--- src/rtl/rnd_scheduler_if.sv ---
// Handshake bundle between the random-sample scheduler and its environment:
// generator sample in, level requests in, grant pulse / sample / status out.
interface rnd_scheduler_if #(
  parameter int NREQ  = 4,
  parameter int WIDTH = 4
);
  logic [WIDTH-1:0] rnd_in;
  logic [NREQ-1:0]  req;
  logic [NREQ-1:0]  gnt;
  logic [WIDTH-1:0] data_out;
  logic             data_valid;
  logic             busy;

  modport master (
    output rnd_in,
    output req,
    input  gnt,
    input  data_out,
    input  data_valid,
    input  busy
  );

  modport slave (
    input  rnd_in,
    input  req,
    output gnt,
    output data_out,
    output data_valid,
    output busy
  );
endinterface

--- src/rtl/rnd_scheduler.sv ---
// Round-robin sharing of one free-running LFSR sample among NREQ consumers, with a
// MIN_GAP idle window after each grant. Optional macro RND_NO_REPEAT_EN blocks per-requester repeats.
module rnd_scheduler #(
  parameter int NREQ    = 4,
  parameter int WIDTH   = 4,
  parameter int MIN_GAP = 2
) (
  input logic            clock,
  input logic            reset,
  rnd_scheduler_if.slave bus
);
  localparam int PTR_W = (NREQ > 1) ? $clog2(NREQ) : 1;
  localparam int GAP_W = (MIN_GAP > 1) ? $clog2(MIN_GAP + 1) : 1;
  localparam logic [PTR_W-1:0] LAST_IDX = PTR_W'(NREQ - 1);
  localparam logic [PTR_W:0]   NREQ_W   = (PTR_W + 1)'(NREQ);
  localparam logic [GAP_W-1:0] GAP_LOAD = GAP_W'(MIN_GAP);
  localparam logic [NREQ-1:0]  ONE_HOT0 = {{(NREQ - 1){1'b0}}, 1'b1};

  logic [GAP_W-1:0]  gap_cnt_q, gap_cnt_d;
  logic [PTR_W-1:0]  rr_ptr_q, rr_ptr_d;
  logic [NREQ-1:0]   gnt_q, gnt_d;
  logic [WIDTH-1:0]  data_out_q, data_out_d;
  logic              valid_q, valid_d;
  logic              busy_q, busy_d;

  logic [2*NREQ-1:0] rot_s;
  logic [PTR_W-1:0]  off_s;
  logic [PTR_W:0]    sum_s;
  logic [PTR_W-1:0]  win_s;
  logic              found_s;
  logic              cancel_s;
  logic              grant_s;

  // Rotate requests so bit 0 is the rr_ptr requester, then take the first set bit.
  always_comb begin
    rot_s   = {bus.req, bus.req} >> rr_ptr_q;
    found_s = 1'b0;
    off_s   = '0;
    for (int i = 0; i < NREQ; i++) begin
      if (!found_s && rot_s[i]) begin
        found_s = 1'b1;
        off_s   = PTR_W'(i);
      end else begin
        found_s = found_s;
      end
    end
    sum_s = {1'b0, rr_ptr_q} + {1'b0, off_s};
    if (sum_s >= NREQ_W) begin
      sum_s = sum_s - NREQ_W;
    end else begin
      sum_s = sum_s;
    end
    win_s = sum_s[PTR_W-1:0];
  end

`ifdef RND_NO_REPEAT_EN
  logic [WIDTH-1:0] last_q [NREQ];
  logic [NREQ-1:0]  last_vld_q;

  // A winner about to receive the same value it got last time is held off one cycle.
  always_comb begin
    if (last_vld_q[win_s] && (last_q[win_s] == bus.rnd_in)) begin
      cancel_s = 1'b1;
    end else begin
      cancel_s = 1'b0;
    end
  end

  // Remember the last sample handed to each requester.
  always_ff @(posedge clock or posedge reset) begin
    if (reset) begin
      for (int i = 0; i < NREQ; i++) begin
        last_q[i] <= '0;
      end
      last_vld_q <= '0;
    end else if (grant_s) begin
      last_q[win_s]     <= bus.rnd_in;
      last_vld_q[win_s] <= 1'b1;
    end else begin
      last_vld_q <= last_vld_q;
    end
  end
`else
  assign cancel_s = 1'b0;
`endif

  assign grant_s = (gap_cnt_q == '0) && found_s && !cancel_s;

  // Next-state: gap countdown, or a grant with pointer advance and sample capture.
  always_comb begin
    gap_cnt_d  = gap_cnt_q;
    rr_ptr_d   = rr_ptr_q;
    gnt_d      = '0;
    data_out_d = data_out_q;
    valid_d    = 1'b0;
    if (gap_cnt_q != '0) begin
      gap_cnt_d = gap_cnt_q - GAP_W'(1);
    end else if (grant_s) begin
      gap_cnt_d  = GAP_LOAD;
      rr_ptr_d   = (win_s == LAST_IDX) ? '0 : (win_s + PTR_W'(1));
      gnt_d      = ONE_HOT0 << win_s;
      data_out_d = bus.rnd_in;
      valid_d    = 1'b1;
    end else begin
      gap_cnt_d = gap_cnt_q;
    end
    busy_d = valid_d | (gap_cnt_d != '0);
  end

  // State and output registers; reset drops any grant in flight.
  always_ff @(posedge clock or posedge reset) begin
    if (reset) begin
      gap_cnt_q  <= '0;
      rr_ptr_q   <= '0;
      gnt_q      <= '0;
      data_out_q <= '0;
      valid_q    <= 1'b0;
      busy_q     <= 1'b0;
    end else begin
      gap_cnt_q  <= gap_cnt_d;
      rr_ptr_q   <= rr_ptr_d;
      gnt_q      <= gnt_d;
      data_out_q <= data_out_d;
      valid_q    <= valid_d;
      busy_q     <= busy_d;
    end
  end

  assign bus.gnt        = gnt_q;
  assign bus.data_out   = data_out_q;
  assign bus.data_valid = valid_q;
  assign bus.busy       = busy_q;
endmodule
--- src/flat_wrapper.sv ---
// flat-port wrapper written by rule: the top's interface ports become plain ports
module rnd_scheduler_flat 
#(
  parameter int NREQ    = 4,
  parameter int WIDTH   = 4,
  parameter int MIN_GAP = 2
)
  (clock, reset, bus_rnd_in, bus_req, bus_gnt, bus_data_out, bus_data_valid, bus_busy);
  rnd_scheduler_if #(.NREQ(NREQ), .WIDTH(WIDTH)) bus_i ();
  input logic clock;
  input logic reset;
  input wire logic [$bits(bus_i.rnd_in)-1:0] bus_rnd_in;
  input wire logic [$bits(bus_i.req)-1:0] bus_req;
  output wire logic [$bits(bus_i.gnt)-1:0] bus_gnt;
  output wire logic [$bits(bus_i.data_out)-1:0] bus_data_out;
  output wire logic [$bits(bus_i.data_valid)-1:0] bus_data_valid;
  output wire logic [$bits(bus_i.busy)-1:0] bus_busy;
  assign bus_i.rnd_in = bus_rnd_in;
  assign bus_i.req = bus_req;
  assign bus_gnt = bus_i.gnt;
  assign bus_data_out = bus_i.data_out;
  assign bus_data_valid = bus_i.data_valid;
  assign bus_busy = bus_i.busy;
  rnd_scheduler #(.NREQ(NREQ), .WIDTH(WIDTH), .MIN_GAP(MIN_GAP)) u_core (.clock(clock), .reset(reset), .bus(bus_i));
endmodule
--- config.mk ---
export PLATFORM = sky130hd
export DESIGN_NAME = rnd_scheduler_flat
export DESIGN_NICKNAME = d
export VERILOG_FILES = /design/src/rtl/rnd_scheduler_if.sv /design/src/rtl/rnd_scheduler.sv /design/src/flat_wrapper.sv
export SDC_FILE = /design/constraint.sdc
export NUM_CORES = 1
export LEC_CHECK = 0
export BUFFER_PORTS_ARGS = -buffer_cell sky130_fd_sc_hd__buf_2
export CORE_ASPECT_RATIO = 0.75
export CORE_MARGIN = 4
export CORE_UTILIZATION = 40
export CTS_BUF_LIST = sky130_fd_sc_hd__clkbuf_4
export CTS_CLUSTER_DIAMETER = 40
export CTS_CLUSTER_SIZE = 40
export DETAILED_ROUTE_END_ITERATION = 10
export PLACE_DENSITY = 0.6
export SLEW_MARGIN = 20
export SYNTH_ARGS = -nofsm -noshare
export SYNTH_HDL_FRONTEND = slang
export SYNTH_SLANG_ARGS = --single-unit
--- constraint.sdc ---
create_clock -name clock -period 2.84 [get_ports clock]
set_input_delay 0 -clock clock [delete_from_list [all_inputs] [get_ports clock]]
set_output_delay 0 -clock clock [all_outputs]
set_load 0.03 [all_outputs]
==> flow_summary.toml <==
[yosys]
syn-mean-instance-area_um2 = 11.68
synth_seq_area_share_pct = 45.45
yosys_warnings = 0
synth_largest_area_cell = "dfrtp_1"
synth_edf_count = 0
syn-cell-area_um2 = 770.7
ys_ff_latch = 14
syn_nets = 81
asyncSetResetFlopFracSynth_pct = 100.0
netlist_instances = 66
ys_types = 30
ys.flop_type = "dfrtp_1"
synth_top_cell_area_share_pct = 45.45
synth_top_cells_by_area = "dfrtp_1, ha_1, mux2_4, mux2_2, and2_1"

[global_route]
gr-usage-met2_pct = 18.49
grt_use_met1_pct = 14.34
track_usage_pct = 11.51
grt_max_degree = 15
grt.overflow.total = 0
grt_pass1_vias = 513
grt_busiest_layer = "met2"
grt_pass1_wl_mm = 2.297
use_met3_pct = 3.399
antenna_found_initial = 0

[place]
hpwl_mm = 1.008
numPortBuffers = 19
placed_area_um2 = 869.6
place_congestion = 0.7326

[worst_setup_path]
crit_arrival_ns = 2.54
critical_path.max_stage_delay_ns = 0.50
ff2ff_setup_slack_ns = 0.47
worst-path-max-fanout = 12
required_ns = 3.01
crit_chain = "o311ai_0 > o21ai_0 > o221ai_1 > ha_1 > xor2_1 > xor2_1 > ha_1 > mux2_4"
cp-start-kind = "flop"
end_kind = "flop"
cpMaxStageDelayCell = "dfrtp_1"
crit_type = "flop to flop"

[final_layout]
syn_to_final_growth_pct = 22.73
final_common_cell = "buf_2"
final_nets = 107
fin_area_um2 = 945.9
final_cell_mix = "buf_2, dfrtp_1, ha_1, dlygate4sd3_1"
antennaDiodeCount = 0
drive_gt1_share_pct = 37.36

[route]
avgViaCountPerCell = 4.761
dr_total_vias = 538
drtPass1Iterations = 4
antenna_left = 0
wirelength_mm = 1.339
drt-initial-drc-count = 13
wl_per_cell_um = 11.85
drc = 0

[sta]
max_freq_mhz = 422.2
tightestPinTransition_ns = 0.5157
fin_crit_sh_pct = 83.39
slew_headroom_pct = 65.58
finalSetupViolations = 0
grt_setup_unrepaired = "no"
tns_ns = 0
finalHoldViolCount = 0
period_needed_ns = 2.368
finClkSkew_ns = 0.0005881
finalMaxSlewViolations = 0

[power]
p_seq_share_pct = 32.9
peakVddDrop_mv = 0.5945
power.leakage_nw = 0.4753
sw_frac_of_total_pct = 42.90
p_comb_share_pct = 56.6
p_sw_uw = 465.6
p_int_uw = 619.8
power_frac_clock_pct = 10.4
p_per_area_mw_per_mm2 = 1148

[floorplan]
die_height_um = 46.02
die_area_mm2 = 0.002700
rows = 13
dieWidth_um = 58.69
core_area_mm2 = 0.001773
num_io_pins = 20
start_util_pct = 43.47

[status]
status = "finished, final reports clean"

[cts]
cts_sinks = 14
numCtsBuffers = 3
h-tree-depth = 1
cts_tree = "yes"
clockBufferDepth = 2
clk_pin_slew_ns = 0.08
cts_root_buffer = "clkbuf_4"
clkLatencyLatePin_ns = 0.28

[min_path]
hold_class = "input port to flop"

[run]
timing.max_cap.violations = 0
[state kept, by name, indices dropped and copies added, names as in the netlist]
register,count
u_core.bus.data_out,4
u_core.bus.gnt,4
u_core.bus.data_valid,1
u_core.gap_cnt_q,2
u_core.bus.busy,1
u_core.rr_ptr_q,2
[metal layers]
layer / wire, µm / vias to the layer above
met3: 70 / 5
li1: - / 273
met4: 26 / 0
met5: 0 / -
met2: 624 / 14
met1: 617 / 246
[critical path: cells and delay by family (launching register included)]
kind            cells  cell delay (ns)
fa+ha+maj           2             0.46
compound gates      3             0.54
xor+xnor            2             0.50
flops               1             0.50
mux                 1             0.26
[path summary, 6_finish.rpt]
path | cells past startpoint | to | startpoint
worst max-delay path | 8 | u_core.rr_ptr_q[1]$_DFFE_PP0P_ | u_core.rr_ptr_q[0]$_DFFE_PP0P_
worst min-delay path | 4 | u_core.bus.busy$_DFF_PP0_ | bus_req[3]
worst max register to register | 8 | u_core.rr_ptr_q[1]$_DFFE_PP0P_ | u_core.rr_ptr_q[0]$_DFFE_PP0P_
worst min register to register | 1 | u_core.gap_cnt_q[0]$_DFF_PP0_ | u_core.gap_cnt_q[0]$_DFF_PP0_
max in group asynchronous | 3 | u_core.rr_ptr_q[0]$_DFFE_PP0P_ | reset
min in group asynchronous | 3 | u_core.bus.data_valid$_DFF_PP0_ | reset
[cell usage after synthesis, types with 2 or more instances]
| cell | count |
|---|---|
| dfrtp_1 | 14 |
| ha_1 | 5 |
| and2_1 | 4 |
| mux2_4 | 4 |
| nor2_1 | 4 |
| inv_1 | 3 |
| mux2_2 | 3 |
| o21ai_0 | 3 |
| nand2_1 | 2 |
| nand2b_1 | 2 |
| nor2b_1 | 2 |
| xor2_1 | 2 |
[kinds of logic (layout without fill, tap and decap cells)]
group / after synthesis / after routing / share of synthesized area [%]
AO/OA/AOI/OAI: 10 / 10 / 9.741
XOR/XNOR: 3 / 3 / 3.410
adder cells (fa/ha/maj): 5 / 5 / 8.117
buffers and inverters: 6 / 31 / 4.544
flip-flops: 14 / 14 / 45.46
multiplexers: 7 / 7 / 12.18
AND/OR/NAND/NOR: 21 / 21 / 16.56
[power groups by stage]
stage | clock network [mW] | registers (mW) | logic (mW)
3_5_place_dp | 0 | 0.360 | 0.620
6_report | 0.113 | 0.358 | 0.614
3_3_place_gp | 0 | 0.357 | 0.602
5_1_grt | 0.126 | 0.370 | 0.677
4_1_cts | 0.119 | 0.357 | 0.626
2_1_floorplan | 0 | 0.433 | 0.429
[cell type report]
cell class	count	area [µm²]
Fill cell	162	827.0
Multi-Input combinational cell	46	385.4
Clock inverter	1	3.754
Timing Repair Buffer	24	145.1
Sequential cell	14	350.3
Tap cell	22	27.53
Inverter	3	11.26
Clock buffer	3	22.52
[per-stage QoR]
| stage | util, % | hold WS (ns) | instances | setup WS (ns) | power (mW) |
|---|---|---|---|---|---|
| after global routing | 53.35 | 0.2350 | 113 | 0.1885 | 1.173 |
| final | 53.35 | 0.1732 | 113 | 0.4717 | 1.085 |
| after floorplan | - | -0.1108 | 66 | 0.6082 | 0.8620 |
| after CTS | 53.35 | 0.1636 | 113 | 0.4421 | 1.103 |
| after global placement | 49.05 | 0.05478 | 104 | 0.5864 | 0.9595 |
| after detailed placement | 49.05 | 0.06145 | 104 | 0.4598 | 0.9804 |
[what timing repair did]
action,CTS,global route
gates resized for setup,0,0
hold buffers,5,0
hold endpoints to repair,18,0
setup buffers,0,0
(Power assumes the default switching activity.)
